--- config.mk ---
export PLATFORM = sky130hd
export DESIGN_NAME = pipeline_hazard_ctrl
export DESIGN_NICKNAME = d
export VERILOG_FILES = /design/src/rtl/pipeline_hazard_ctrl.sv
export SDC_FILE = /design/constraint.sdc
export NUM_CORES = 1
export LEC_CHECK = 0
export BUFFER_PORTS_ARGS = -buffer_cell sky130_fd_sc_hd__buf_4
export CORE_MARGIN = 2
export CORE_UTILIZATION = 45
export CTS_BUF_LIST = sky130_fd_sc_hd__clkbuf_4 sky130_fd_sc_hd__clkbuf_8
export DETAILED_ROUTE_END_ITERATION = 10
export GPL_TIMING_DRIVEN = 0
export HOLD_SLACK_MARGIN = 0.05
export PLACE_DENSITY = 0.74
export SLEW_MARGIN = 20
export SYNTH_ARGS = -nofsm -noshare
export SYNTH_HDL_FRONTEND = slang
export SYNTH_SLANG_ARGS = --single-unit
--- constraint.sdc ---
create_clock -name clk_i -period 1.9 [get_ports clk_i]
set_input_delay 0 -clock clk_i [delete_from_list [all_inputs] [get_ports clk_i]]
set_output_delay 0 -clock clk_i [all_outputs]
set_load 0.005 [all_outputs]
--- src/rtl/pipeline_hazard_ctrl.sv ---
// pipeline_hazard_ctrl: load-use, branch-flush and memory-wait sequencer with timeout error and stall counter.
module pipeline_hazard_ctrl #(
    parameter int TIMEOUT = 16,
    parameter int CNT_W   = 16
) (
    input  logic             clk_i,
    input  logic             rst_i,
    input  logic [4:0]       IDRs1_i,
    input  logic [4:0]       IDRs2_i,
    input  logic             IDUsesRs2_i,
    input  logic             IDEXMemRead_i,
    input  logic [4:0]       IDEXRd_i,
    input  logic             BranchTaken_i,
    input  logic             MemAccess_i,
    input  logic             MemReady_i,
    output logic             Hazard_o,
    output logic             PCWrite_o,
    output logic             IFIDWrite_o,
    output logic             IFIDFlush_o,
    output logic             PipeStall_o,
    output logic             Error_o,
    output logic [CNT_W-1:0] StallCnt_o
);
    localparam int WW = $clog2(TIMEOUT + 1);
    typedef enum logic [1:0] {RUN, MEM_WAIT, ERROR} state_t;
    state_t state, next_state;
    logic [WW-1:0] wait_cnt;
    logic mem_stall, load_use, wait_last, freeze, bubble;
    assign mem_stall = MemAccess_i & ~MemReady_i;
    assign load_use  = IDEXMemRead_i & (IDEXRd_i != 5'd0) &
                       ((IDEXRd_i == IDRs1_i) | (IDUsesRs2_i & (IDEXRd_i == IDRs2_i)));
    assign wait_last = wait_cnt == WW'(TIMEOUT - 1);
    always_ff @(posedge clk_i) begin
        state <= rst_i ? RUN : next_state;
        if (rst_i || (state == RUN))
            wait_cnt <= '0;
        else if ((state == MEM_WAIT) && !MemReady_i)
            wait_cnt <= wait_cnt + WW'(1);
        if (rst_i)
            Error_o <= 1'b0;
        else if (next_state == ERROR)
            Error_o <= 1'b1;
        if (rst_i)
            StallCnt_o <= '0;
        else if (!PCWrite_o && (StallCnt_o != '1))
            StallCnt_o <= StallCnt_o + CNT_W'(1);
    end
    always_comb begin
        next_state = (state == RUN)      ? (mem_stall ? MEM_WAIT : RUN) :
                     (state == MEM_WAIT) ? (MemReady_i ? RUN : (wait_last ? ERROR : MEM_WAIT)) :
                                           ERROR;
    end
    // a freeze always outranks the load-use bubble, which outranks the branch flush
    always_comb begin
        freeze = !rst_i & (((state == RUN) & mem_stall) |
                           ((state == MEM_WAIT) & ~MemReady_i) |
                           (state == ERROR));
        bubble      = !rst_i & !freeze & load_use;
        Hazard_o    = bubble;
        PCWrite_o   = !(freeze | bubble);
        IFIDWrite_o = !(freeze | bubble);
        IFIDFlush_o = !rst_i & !freeze & !load_use & BranchTaken_i;
        PipeStall_o = freeze;
    end
endmodule
==> flow_summary.json <==
{
  "outcome": "complete, but fails checks",
  "violations": "setup timing",
  "fin_util_pct": 70.9,
  "clock_skew_ns": 0.00115,
  "required_ns": 2.11,
  "diodes": 0,
  "ys_ff_latch": 24,
  "hp-start": "MemReady_i",
  "setup_viol": 1,
  "layout.cells.most_common": "buf_4",
  "power_frac_comb_pct": 16.8,
  "core-area_mm2": 0.00303,
  "worst_slack_ns": -0.00537,
  "grt-ovfl-total": 0,
  "syn_area_per_cell_um2": 8.58,
  "portBuffers": 43,
  "area_growth_pct": 51.6,
  "fin_crit_sh_pct": 100,
  "synth_edf_count": 0,
  "fmax_mhz": 525,
  "pin_count": 44,
  "wl_per_cell_um": 14.9,
  "drive_gt1_share_pct": 44.9,
  "path_class": "flop to flop",
  "drt-pass1-iter-count": 4,
  "worst_setup_path_end_kind": "flop",
  "path_clk_slew_ns": 0.15,
  "final_cell_mix": "buf_4, dfxtp_1, xnor2_1, nand2_1",
  "rsz0062_at_grt": "yes",
  "cts_root_buffer": "clkbuf_4",
  "insertion_delay_ns": 0.32,
  "ir_drop_uv": 289,
  "synthesis.area_mm2": 0.00142,
  "cp.arrival_ns": 2.12,
  "power_frac_clock_pct": 35.9,
  "hold_viol": 0,
  "wirelength_um": 4050,
  "internal_power_uw": 809,
  "die_height_um": 60.1,
  "tns_ns": -0.00537,
  "synth_nets": 190,
  "drc": 0,
  "nNetsFinal": 253,
  "cap_violations": 0,
  "crit_start": "StallCnt_o[9]",
  "worst_slew_margin_rel_pct": 47.2,
  "yosysSeqAreaShare_pct": 33.9,
  "worstMarginPinSlew_ns": 0.791,
  "crit_path_top_delay_cell": "dfxtp_4",
  "sequentialPowerShare_pct": 47.3,
  "slowest_delay_ns": 0.38,
  "die_w_um": 60.1,
  "r2r_start": "StallCnt_o[9]",
  "ys.flop_type": "dfxtp_1",
  "grt_max_degree": 15,
  "grt_pass1_vias": 1473,
  "fin_crit_ns": 1.91,
  "dp_cells": 252,
  "pre_cts_ws_ns": -0.148,
  "critPathMaxFanout": 9,
  "yosys_warnings": 0,
  "async_flop_share_pct": 0,
  "cts.sink_count": 24,
  "stdcell_count": 271,
  "synth_cell_type_count": 42,
  "path_cells": "and4_4 > and2_4 > and3_4 > or2_4 > buf_6 > buf_4 > o31ai_1 > a21oi_2",
  "dieArea_mm2": 0.00361,
  "syn_inst": 165,
  "viasPerCell": 5.65,
  "ant_nets": 0,
  "routabilityCongestion": 0.798,
  "cts_tree": "yes",
  "cts_buffers": 3,
  "vias": 1531,
  "switching_power_uw": 262,
  "switching_share_pct": 24.4,
  "drt_iter0_markers": 61,
  "min_path_type": "input port to flop",
  "antenna_found_initial": 0,
  "crit_path_start_kind": "flop",
  "dp_hpwl_um": 2890,
  "fp-row-count": 20,
  "htreeDepth": 1,
  "slew_violations": 0,
  "cts_buffer_depth": 2,
  "leakage_uw": 0.000818,
  "power_density_mw_per_mm2": 499,
  "start_util_pct": 46.8,
  "grt_first_pass_wirelength_um": 6510,
  "track_usage_pct": 23.2
}
-- power groups by stage --
| stage | Sequential [uW] | Clock [uW] | Combinational [uW] |
|---|---|---|---|
| CTS | 509 | 383 | 167 |
| global route | 508 | 400 | 196 |
| detailed placement | 521 | 0 | 152 |
| global placement | 521 | 0 | 144 |
| floorplan | 521 | 0 | 79.4 |
| finish | 507 | 384 | 180 |
-- layer usage --
| layer | share of wire (%) | up-vias | global-route usage [%] | routed length, um |
|---|---|---|---|---|
| met4 | 0 | 0 | 4.76 | 0 |
| met3 | 3.5 | 0 | 2.38 | 142 |
| met1 | 42 | 746 | 28.0 | 1700 |
| met2 | 55 | 37 | 43.6 | 2210 |
| li1 | - | 748 | - | - |
| met5 | 0 | - | 0 | 0 |
-- sequential cells by signal (all words and copies together) (netlist names) --
register,count
StallCnt_o,16
Error_o,1
state,2
wait_cnt,5
-- path summary, 6_finish.rpt --
path,to,slack [ns],cells past startpoint
worst max register to register,StallCnt_o[10],-0.005,8
worst min register to register,Error_o,0.49,1
worst min-delay path,wait_cnt[4],0.09,4
worst max-delay path,StallCnt_o[10],-0.005,8
-- cells in the mapped netlist, types with 2 or more instances --
master	number	share of area, %
dfxtp_1	24	34
a21oi_1	10	3.5
nand2_1	10	2.7
nor2_1	10	2.7
xnor2_1	10	6.2
inv_1	9	2.4
o41ai_1	9	5.6
o311ai_0	8	4.9
or2_2	6	2.7
clkbuf_1	5	1.3
nand3_1	5	1.8
or4_1	5	2.7
nand4_1	4	1.8
o21ai_0	4	1.4
o31ai_1	4	2.1
a21o_1	3	1.6
ha_1	3	2.7
a31oi_1	2	0.88
and2_1	2	0.88
and3_1	2	0.88
buf_2	2	0.71
buf_4	2	1.1
buf_6	2	1.6
mux2i_1	2	1.4
nand2b_1	2	0.88
nor3_1	2	0.71
nor4_1	2	0.88
or3b_1	2	1.2
-- what timing repair did --
action | 4_1_cts | 5_1_grt
setup endpoints to repair | 18 | 11
pin swaps | 1 | 2
cloned | 1 | 0
setup buffers | 4 | 9
gates resized for setup | 18 | 11
hold buffers | 3 | 0
hold endpoints to repair | 4 | 0
-- metrics by stage --
stage / instance area, um^2 / power (uW) / hold slack, ns
2_1_floorplan: 1450 / 600 / 0.0785
3_3_place_gp: 1830 / 665 / 0.196
3_5_place_dp: 1830 / 674 / 0.202
4_1_cts: 2010 / 1060 / 0.101
5_1_grt: 2150 / 1100 / 0.142
6_report: 2150 / 1070 / 0.0932
-- worst max-delay path, delay by kind of cell, from the launching register on --
kind,cells,cell delay (ns)
buffers and inverters,2,0.26
DFF,1,0.38
AOI/OAI and AO/OA,2,0.38
and+or+nand+nor,4,0.78
-- area by class of cell --
type	instances	area, um^2
well taps	44	55.1
inverters	9	33.8
clock buffers	3	22.5
repair buffers	60	455
multi-input cells	121	985
plain buffers	9	65.1
flip-flops and latches	24	500
clock inverters	1	30.0
fillers	236	881
-- cell families after synthesis --
family                     Yosys count  synth area share [%]
DFF                                 24                  33.9
and+or+nand+nor                     59                  24.2
adders and majority gates            3                  2.65
xor gates and xnor gates            10                  6.18
AOI/OAI and AO/OA                   47                  24.6
muxes                                2                  1.41
buffers and inverters               20                  7.07
Note: power is estimated with default switching activity, not from simulation.
